==> config.mk <==
export PLATFORM = sky130hd
export DESIGN_NAME = param_weight_buffer
export DESIGN_NICKNAME = d
export VERILOG_FILES = /design/src/rtl/param_weight_buffer.sv
export SDC_FILE = /design/constraint.sdc
export NUM_CORES = 2
export LEC_CHECK = 0
export CELL_PAD_IN_SITES_DETAIL_PLACEMENT = 0
export CELL_PAD_IN_SITES_GLOBAL_PLACEMENT = 2
export CORE_UTILIZATION = 42
export DETAILED_ROUTE_END_ITERATION = 8
export GPL_ROUTABILITY_DRIVEN = 0
export PLACE_DENSITY = 0.9
export SLEW_MARGIN = 20
export SYNTH_ARGS = -nofsm -noshare
export SYNTH_HDL_FRONTEND = slang
export SYNTH_SLANG_ARGS = --single-unit
==> constraint.sdc <==
create_clock -name clk -period 4.5 [get_ports clk]
set_clock_uncertainty 0.1 [all_clocks]
set_input_delay 0.9 -clock clk [delete_from_list [all_inputs] [get_ports clk]]
set_output_delay 0.9 -clock clk [all_outputs]
set_load 0.005 [all_outputs]
==> src/rtl/param_weight_buffer.sv <==
`default_nettype none
// ============================================================================
//  Module   : param_weight_buffer
//  Purpose  : Double-buffered weight store for a PE array. Weight beats of
//             WPB words fill a shadow bank; a swap copies the complete shadow
//             set into the active bank in one cycle. Each of the LANES
//             outputs shows active[lane][tap], where the tap index steps
//             through 0..TAPS-1 under en_cnt.
//  Ports    : clk            - single clock, rising edge
//             rst            - synchronous active-high reset
//             weight_valid   - input beat valid
//             weight_i       - input beat, word j at [(j+1)*DW-1 -: DW]
//             weight_ready   - shadow bank accepts a beat (FILL state)
//             swap           - promote shadow bank to active
//             en_cnt         - advance the tap read index
//             shadow_full    - shadow bank holds a complete set (FULL state)
//             active_valid   - active bank holds a promoted set
//             tap_last       - tap index equals TAPS-1
//             para_weight_o  - lane l at [(l+1)*DW-1 -: DW]
//  Revision : 1.0 - initial release
// ============================================================================
module param_weight_buffer #(
  parameter int DW    = 8,
  parameter int LANES = 11,
  parameter int TAPS  = 7,
  parameter int WPB   = 9
) (
  input  logic                 clk,
  input  logic                 rst,
  input  logic                 weight_valid,
  input  logic [WPB*DW-1:0]    weight_i,
  output logic                 weight_ready,
  input  logic                 swap,
  input  logic                 en_cnt,
  output logic                 shadow_full,
  output logic                 active_valid,
  output logic                 tap_last,
  output logic [LANES*DW-1:0]  para_weight_o
);

  localparam int c_NWORDS = LANES * TAPS;
  localparam int c_NBEATS = (c_NWORDS + WPB - 1) / WPB;
  localparam int c_TIW    = (TAPS > 1) ? $clog2(TAPS) : 1;
  localparam int c_BCW    = $clog2(c_NBEATS + 1);

  localparam logic [0:0] c_ST_FILL = 1'b0;
  localparam logic [0:0] c_ST_FULL = 1'b1;

  logic [0:0]       state_q, state_d;
  logic [c_BCW-1:0] beat_cnt_q, beat_cnt_d;
  logic [c_TIW-1:0] tap_q, tap_d;
  logic             active_valid_q, active_valid_d;

  logic w_accept;
  logic w_swap_acc;
  logic w_last_beat;

  assign w_accept    = weight_valid & weight_ready;
  assign w_swap_acc  = swap & shadow_full;
  assign w_last_beat = (beat_cnt_q == c_BCW'(c_NBEATS - 1));

  // --------------------------------------------------------------------------
  // Fill FSM: state register
  // --------------------------------------------------------------------------
  always_ff @(posedge clk) begin
    if (rst) begin
      state_q <= c_ST_FILL;
    end else begin
      state_q <= state_d;
    end
  end

  // Fill FSM: next state
  always_comb begin
    state_d = state_q;
    case (state_q)
      c_ST_FILL: if (w_accept && w_last_beat) state_d = c_ST_FULL;
      c_ST_FULL: if (w_swap_acc)              state_d = c_ST_FILL;
      default:                                state_d = c_ST_FILL;
    endcase
  end

  // Fill FSM: outputs
  always_comb begin
    weight_ready = (state_q == c_ST_FILL);
    shadow_full  = (state_q == c_ST_FULL);
  end

  // --------------------------------------------------------------------------
  // Beat counter, tap index and active-valid flag
  // --------------------------------------------------------------------------
  always_comb begin
    beat_cnt_d     = beat_cnt_q;
    tap_d          = tap_q;
    active_valid_d = active_valid_q;

    if (w_swap_acc) begin
      beat_cnt_d = '0;
    end else if (w_accept) begin
      beat_cnt_d = beat_cnt_q + 1'b1;
    end

    // A swap restarts the read at tap 0 even if en_cnt is also high.
    if (w_swap_acc) begin
      tap_d          = '0;
      active_valid_d = 1'b1;
    end else if (en_cnt) begin
      if (tap_q == c_TIW'(TAPS - 1)) tap_d = '0;
      else                           tap_d = tap_q + 1'b1;
    end
  end

  always_ff @(posedge clk) begin
    if (rst) begin
      beat_cnt_q     <= '0;
      tap_q          <= '0;
      active_valid_q <= 1'b0;
    end else begin
      beat_cnt_q     <= beat_cnt_d;
      tap_q          <= tap_d;
      active_valid_q <= active_valid_d;
    end
  end

  assign active_valid = active_valid_q;
  assign tap_last     = (tap_q == c_TIW'(TAPS - 1));

  // --------------------------------------------------------------------------
  // Weight banks. Storage word k = lane*TAPS + tap is written only by beat
  // k/WPB from beat word k%WPB, so every register has a fixed source slice.
  // Beat words that map past the last storage word simply have no register.
  // --------------------------------------------------------------------------
  for (genvar l = 0; l < LANES; l++) begin : g_lane
    logic [DW-1:0] w_taps [TAPS];

    for (genvar t = 0; t < TAPS; t++) begin : g_tap
      localparam int c_K    = l * TAPS + t;
      localparam int c_BEAT = c_K / WPB;
      localparam int c_WORD = c_K % WPB;

      logic [DW-1:0] shadow_q;
      logic [DW-1:0] active_q;

      always_ff @(posedge clk) begin
        if (rst) begin
          shadow_q <= '0;
          active_q <= '0;
        end else begin
          if (w_accept && (beat_cnt_q == c_BCW'(c_BEAT))) begin
            shadow_q <= weight_i[c_WORD*DW +: DW];
          end
          if (w_swap_acc) begin
            active_q <= shadow_q;
          end
        end
      end

      assign w_taps[t] = active_q;
    end

    assign para_weight_o[l*DW +: DW] = w_taps[tap_q];
  end

endmodule
`default_nettype wire

### Word level (Yosys, flattened, before mapping)

Cells that the tools add are included.

* div/mod/pow operators: 0
* magnitude comparators: 1
* equal/unequal tests: 9
* shift operators: 0
* $mul: 0
* reduce and logical (&&, ||, !) cells: 11
* bitwise gates (word level): 4
* multiplexer cells: 37
* add/sub/neg operators: 2

Operators with widths (count)
* binary-select mux 8 bit (select 3 bit): 11
* 2-to-1 mux 8 bit: 22
* == test 4 x 3 -> 1 bit (second input constant): 4
* logical AND 1 bit: 9
* == test 4 x 2 -> 1 bit (second input constant): 2
* adder 4 x 1 -> 4 bit (second input constant): 1
* == test 4 x 1 -> 1 bit (second input constant): 1
* == test 4 bit (second input constant): 1
* greater-or-equal comparator 4 bit (second input constant): 1
* logical NOT 4 bit: 1
* NOT 3 -> 4 bit: 1
* adder 3 x 1 -> 3 bit (second input constant): 1
* == test 3 bit (second input constant): 1
* 2-to-1 mux 3 bit: 1
* bitwise AND 1 bit: 2
* 2-to-1 mux 1 bit: 2
* one-hot mux 1 bit (2 select lines): 1
* OR reduction 2 bit: 1
* NOT 1 bit: 1

* bits in latches: 0
* memory bits (writable): 0
* logic and storage cells: 222
* output and inout port bits: 92
* register bits after elaboration: 1241
* memories: 0
* input bits: 77
* memory bits (read-only): 0

### Depth between registers and ports, before layout

* word-level depth: 5
* gate-level depth with buffers: 7

### Worst setup path after synthesis

Ideal clock, no wire load.

* path type: flip-flop to output port
* from: register tap_q[1]
* to: output port para_weight_o[12]
* required time: 3.500 ns
* data arrival time: 1.350 ns
* path slack: 2.150 ns
* stages on the path, launching flop included: 6
* cells stage by stage: dfxtp_1 -> buf_4 -> buf_2 -> mux2_2 -> a221oi_1 -> a221oi_1

* cells in the longest elaborated chain, start to end: 4

RTL lines
* from (decl): RTL line 51 `logic [c_TIW-1:0] tap_q, tap_d;`
* from (signal assigned): RTL line 120 `tap_q <= tap_d;`
* NOT 3 -> 4 bit (not written as such): RTL line 161 `assign para_weight_o[l*DW +: DW] = w_taps[tap_q];`
* binary-select mux 8 bit (select 3 bit): RTL line 161
* 2-to-1 mux 8 bit (not written as such) (2 in series): RTL line 161
* to (decl): RTL line 38 `output logic [LANES*DW-1:0] para_weight_o`

Every way passes these cells. The select of a mux whose other input is x is not followed.

### Worst setup path after layout

* from: register tap_q[0]
* to: output port para_weight_o[4]

Same word-level chain as after synthesis.

==> results.rst <==
.. list-table::
   :header-rows: 1

   * - Metric
     - Value
   * - Share of the yosys chip area belonging to registers
     - about half
   * - Number of H-tree branching levels
     - 4
   * - Final nets
     - about 5400
   * - Worst r2r src
     - beat_cnt_q[2]
   * - Max-slew violation count
     - 0
   * - Insertion delay of the later-clocked pin in the worst-skew pair
     - roughly 740 ps
   * - Count of yosys warnings during synthesis
     - 0
   * - Number of rows created at floorplan
     - around 130
   * - Critical path endpoint category
     - output pin
   * - Number of DRC markers after the initial detailed-route iteration
     - ~3100
   * - Die height
     - between 300 and 400 um
   * - Setup repair after global routing missed its margin
     - no
   * - Critical path's most frequent cell
     - a221oi_1
   * - IO Count
     - between 150 and 200
   * - Maximum number of pins on one net before global-route repair
     - about 190
   * - Cell area power density
     - approximately 420 nW/um^2
   * - WS Path Type
     - reg -> out
   * - Layout overhead on the synthesized area
     - 15.0%
   * - Number of enable flip-flop cells after synthesis
     - 0
   * - DRC errors left
     - 0
   * - Maximum ir drop on the vdd rail
     - approximately 280 uV
   * - Start point of the critical path
     - tap_q[0]
   * - Worst endpoint data arrival time
     - 3470 ps
   * - Area of the placeable core
     - 118000 um^2
   * - Antenna violations before repair
     - 13
   * - Ratio of routed vias to standard cells
     - 5.31
   * - Leak
     - between 20 and 25 nW
   * - Measured slew at the worst slew-check pin
     - 1300 ps
   * - Share of the synthesized area in the top cell type
     - 49.5%
   * - Top post-synthesis cells by area
     - dfxtp_1 (49%), mux2i_1 (16%), nand2_1 (9.2%)
   * - Largest stage delay, worst path
     - between 600 and 700 ps
   * - Port buffer count
     - between 150 and 200
   * - TritonCTS clock tree
     - built
   * - Post-synth ARST share
     - 0%
   * - CTS Buf Count
     - between 100 and 150
   * - CP max-delay cell
     - a221oi_1
   * - Kind of cell adding the most delay to the critical path
     - buffers and inverters
   * - Dpl cell area
     - roughly 53000 um^2
   * - Wire length after detailed routing
     - ~160 mm
   * - Instance count on the critical path
     - 5
   * - Synthesized area divided by synthesized cell count
     - roughly 9.3 um^2
   * - Synthesized flop and latch total
     - 1241
   * - Kind of start point of the critical path
     - register
   * - Clock-pin transition on the worst setup and hold timing paths
     - 60 ps
   * - Count of cells along the worst register-to-register path
     - 4
   * - Type of the worst min-delay path
     - reg -> reg
   * - DPL Wire Length
     - ~93 mm
   * - Cell-by-cell listing of the critical path
     - nor2b_4, buf_12, a221oi_1, a221oi_1, clkdlybuf4s50_1
   * - Setup WS pre-CTS
     - between 400 and 500 ps
   * - CTS Sinks
     - approximately 1200
   * - Number of global-route vias before repair
     - 35500
   * - Fraction of final layout cells with drive strength greater than 1
     - just under 9%
   * - Synthesized netlist net count
     - approximately 5500
   * - Worst setup slack after layout
     - 29.4 ps
   * - Cells after Synth
     - roughly 5400
   * - Min Clock Period, post-route
     - ~4500 ps
   * - Die footprint
     - approximately 120000 um^2
   * - Wire length per cell after detailed routing
     - 22.8 um
   * - Buffer type at the clock tree root
     - clkbuf_16
   * - Setup_tns
     - 0 ps
   * - First-pass GRT wire length
     - 235 mm
   * - Horizontal extent of the die
     - about 350 um
   * - Number of maximum-capacitance constraint violations
     - 0
   * - Worst hold path cell count
     - 2
   * - DRT Pass-1 Iters
     - 5
   * - Hold violation count in the final report
     - 0
   * - Number of routed nets with antenna violations
     - 0
   * - Post-synthesis instance area
     - roughly 50000 um^2
   * - Post-route standard cell area excluding fillers
     - a little under 60000 um^2
   * - GR Util All Layers
     - a little over a quarter
   * - Initial Util
     - 42.4%
   * - Data required time at the worst endpoint
     - 3500 ps
   * - Primary FF master, synth
     - dfxtp_1
   * - Buffering stage count on the worst path with inverters included
     - 2
   * - Maximum root-to-sink buffer count
     - 3
   * - Overall via count from detail_route
     - roughly 38000
   * - Setup violators final
     - 0
   * - Outcome
     - complete, no violations
   * - Unique cell type count in the Yosys netlist
     - 35
   * - Fin crit share
     - a little under 100%
   * - Achievable frequency
     - 0.224 GHz
   * - Post-synth top area cell
     - dfxtp_1
   * - Number of filler cells placed in the layout
     - ~11000
   * - Peak fanout along the critical path
     - 37
   * - Utilization of the core after routing
     - roughly 49%
   * - Hold WS
     - 329 ps
   * - Beginning of the worst hold path
     - g_lane[9].g_tap[2].shadow_q[1]
   * - Leftover overflow at the end of global routing
     - 0
   * - Relative slew slack
     - roughly an eighth
[layer usage]
| metal | part of all wire, % | up-vias | GRT usage [%] |
|---|---|---|---|
| met4 | 3.7 | 0 | 10.1 |
| met1 | 47 | 18300 | 36.5 |
| met2 | 44 | 1063 | 40.2 |
| li1 | - | 17900 | - |
| met5 | 0 | - | 0 |
| met3 | 5.8 | 233 | 3.96 |
[layout by cell type (no fill, tap or decap), drive strengths merged]
cell type and n:
o21ai 3, nor3 2, xnor2 1, dfxtp 1241, a211oi 1, nor4 1
and2 1, and3b 2, nand4b 1, nor2 9, nand2 1239, nor2b 6
ha 4, mux2 77, o221a 11, a21oi 621, nand3 7, diode 1
mux2i 804, inv 21, and3 2, a31oi 1, clkinvlp 4, clkdlybuf4s50 167
a221oi 165, bufinv 6, nand2b 689, clkbuf 211, or3 1, nand4 1
clkinv 17, buf 153
[cell usage after synthesis (2+ instances only)]
| cell type | instances |
|---|---|
| dfxtp_1 | 1241 |
| nand2_1 | 1237 |
| mux2i_1 | 804 |
| nand2b_1 | 689 |
| a21oi_1 | 621 |
| buf_2 | 227 |
| a221oi_1 | 165 |
| clkbuf_1 | 146 |
| mux2_2 | 77 |
| buf_4 | 73 |
| buf_1 | 48 |
| inv_1 | 16 |
| o221a_2 | 11 |
| nor2_1 | 9 |
| nand3_1 | 7 |
| buf_6 | 6 |
| nor2b_1 | 5 |
| ha_1 | 4 |
| o21ai_0 | 3 |
| and3_1 | 2 |
| and3b_1 | 2 |
| clkbuf_4 | 2 |
| nand2_2 | 2 |
| nor3_1 | 2 |
[power breakdown]
part / switching [mW] / internal [mW]
Combinational: 1.08 / 0.635
Sequential: 0.0674 / 11.1
Clock: 4.56 / 6.56
[kinds of logic (layout without fill, tap and decap cells)]
logic type | Yosys count | in the layout | share of synthesized area, %
other | 0 | 1 | 0
XOR/XNOR | 1 | 1 | 0.0174
AO/OA/AOI/OAI | 802 | 802 | 9.37
adder cells (fa/ha/maj) | 4 | 4 | 0.0996
multiplexers | 881 | 881 | 17.7
buffers and inverters | 520 | 579 | 5.10
flip-flops | 1241 | 1241 | 49.5
AND/OR/NAND/NOR | 1961 | 1961 | 18.2
[metrics by stage]
stage / instances / power, mW
after global placement: 6826 / 13.1
after CTS: 7069 / 24.1
after floorplan: 5410 / 12.2
after global routing: 7069 / 24.7
final: 7070 / 24.0
after detailed placement: 6826 / 13.1
[state kept, by name, summed over array words and instances (netlist names)]
signal / cells
active_valid: 1
g_lane.g_tap.shadow_q: 616
beat_cnt_q: 4
shadow_full: 1
tap_q: 3
g_lane.g_tap.active_q: 616
[area by class of cell]
| type | count | area (um^2) | area share (%) |
|---|---|---|---|
| Multi-Input combinational cell | 3649 | 23000 | 39.9 |
| Sequential cell | 1241 | 24900 | 43.0 |
| Clock inverter | 31 | 379 | 0.656 |
| Timing Repair Buffer | 320 | 3370 | 5.83 |
| Inverter | 17 | 67.6 | 0.117 |
| Tap cell | 1600 | 2000 | 3.47 |
| Antenna cell | 1 | 2.50 | 0.00433 |
| Clock buffer | 211 | 4070 | 7.04 |
[timing repair]
item                       CTS  global route
setup endpoints to repair   24             3
hold buffers                 0             0
setup buffers                1             0
cloned                       0             0
resized for setup            6             3
[final timing paths]
kind	endpoint	slack [ps]
max	para_weight_o[4]	30
min	g_lane[9].g_tap[2].active_q[1]	330
max reg2reg	g_lane[9].g_tap[0].shadow_q[0]	2020
min reg2reg	g_lane[9].g_tap[2].active_q[1]	330
[worst min-delay path: cells and delay by family, from the launching register on]
family	cells	cell delay, ps
compound gates	1	50
flops	1	310
simple gates	1	50
No activity file was read; power rests on OpenSTA's default activity.
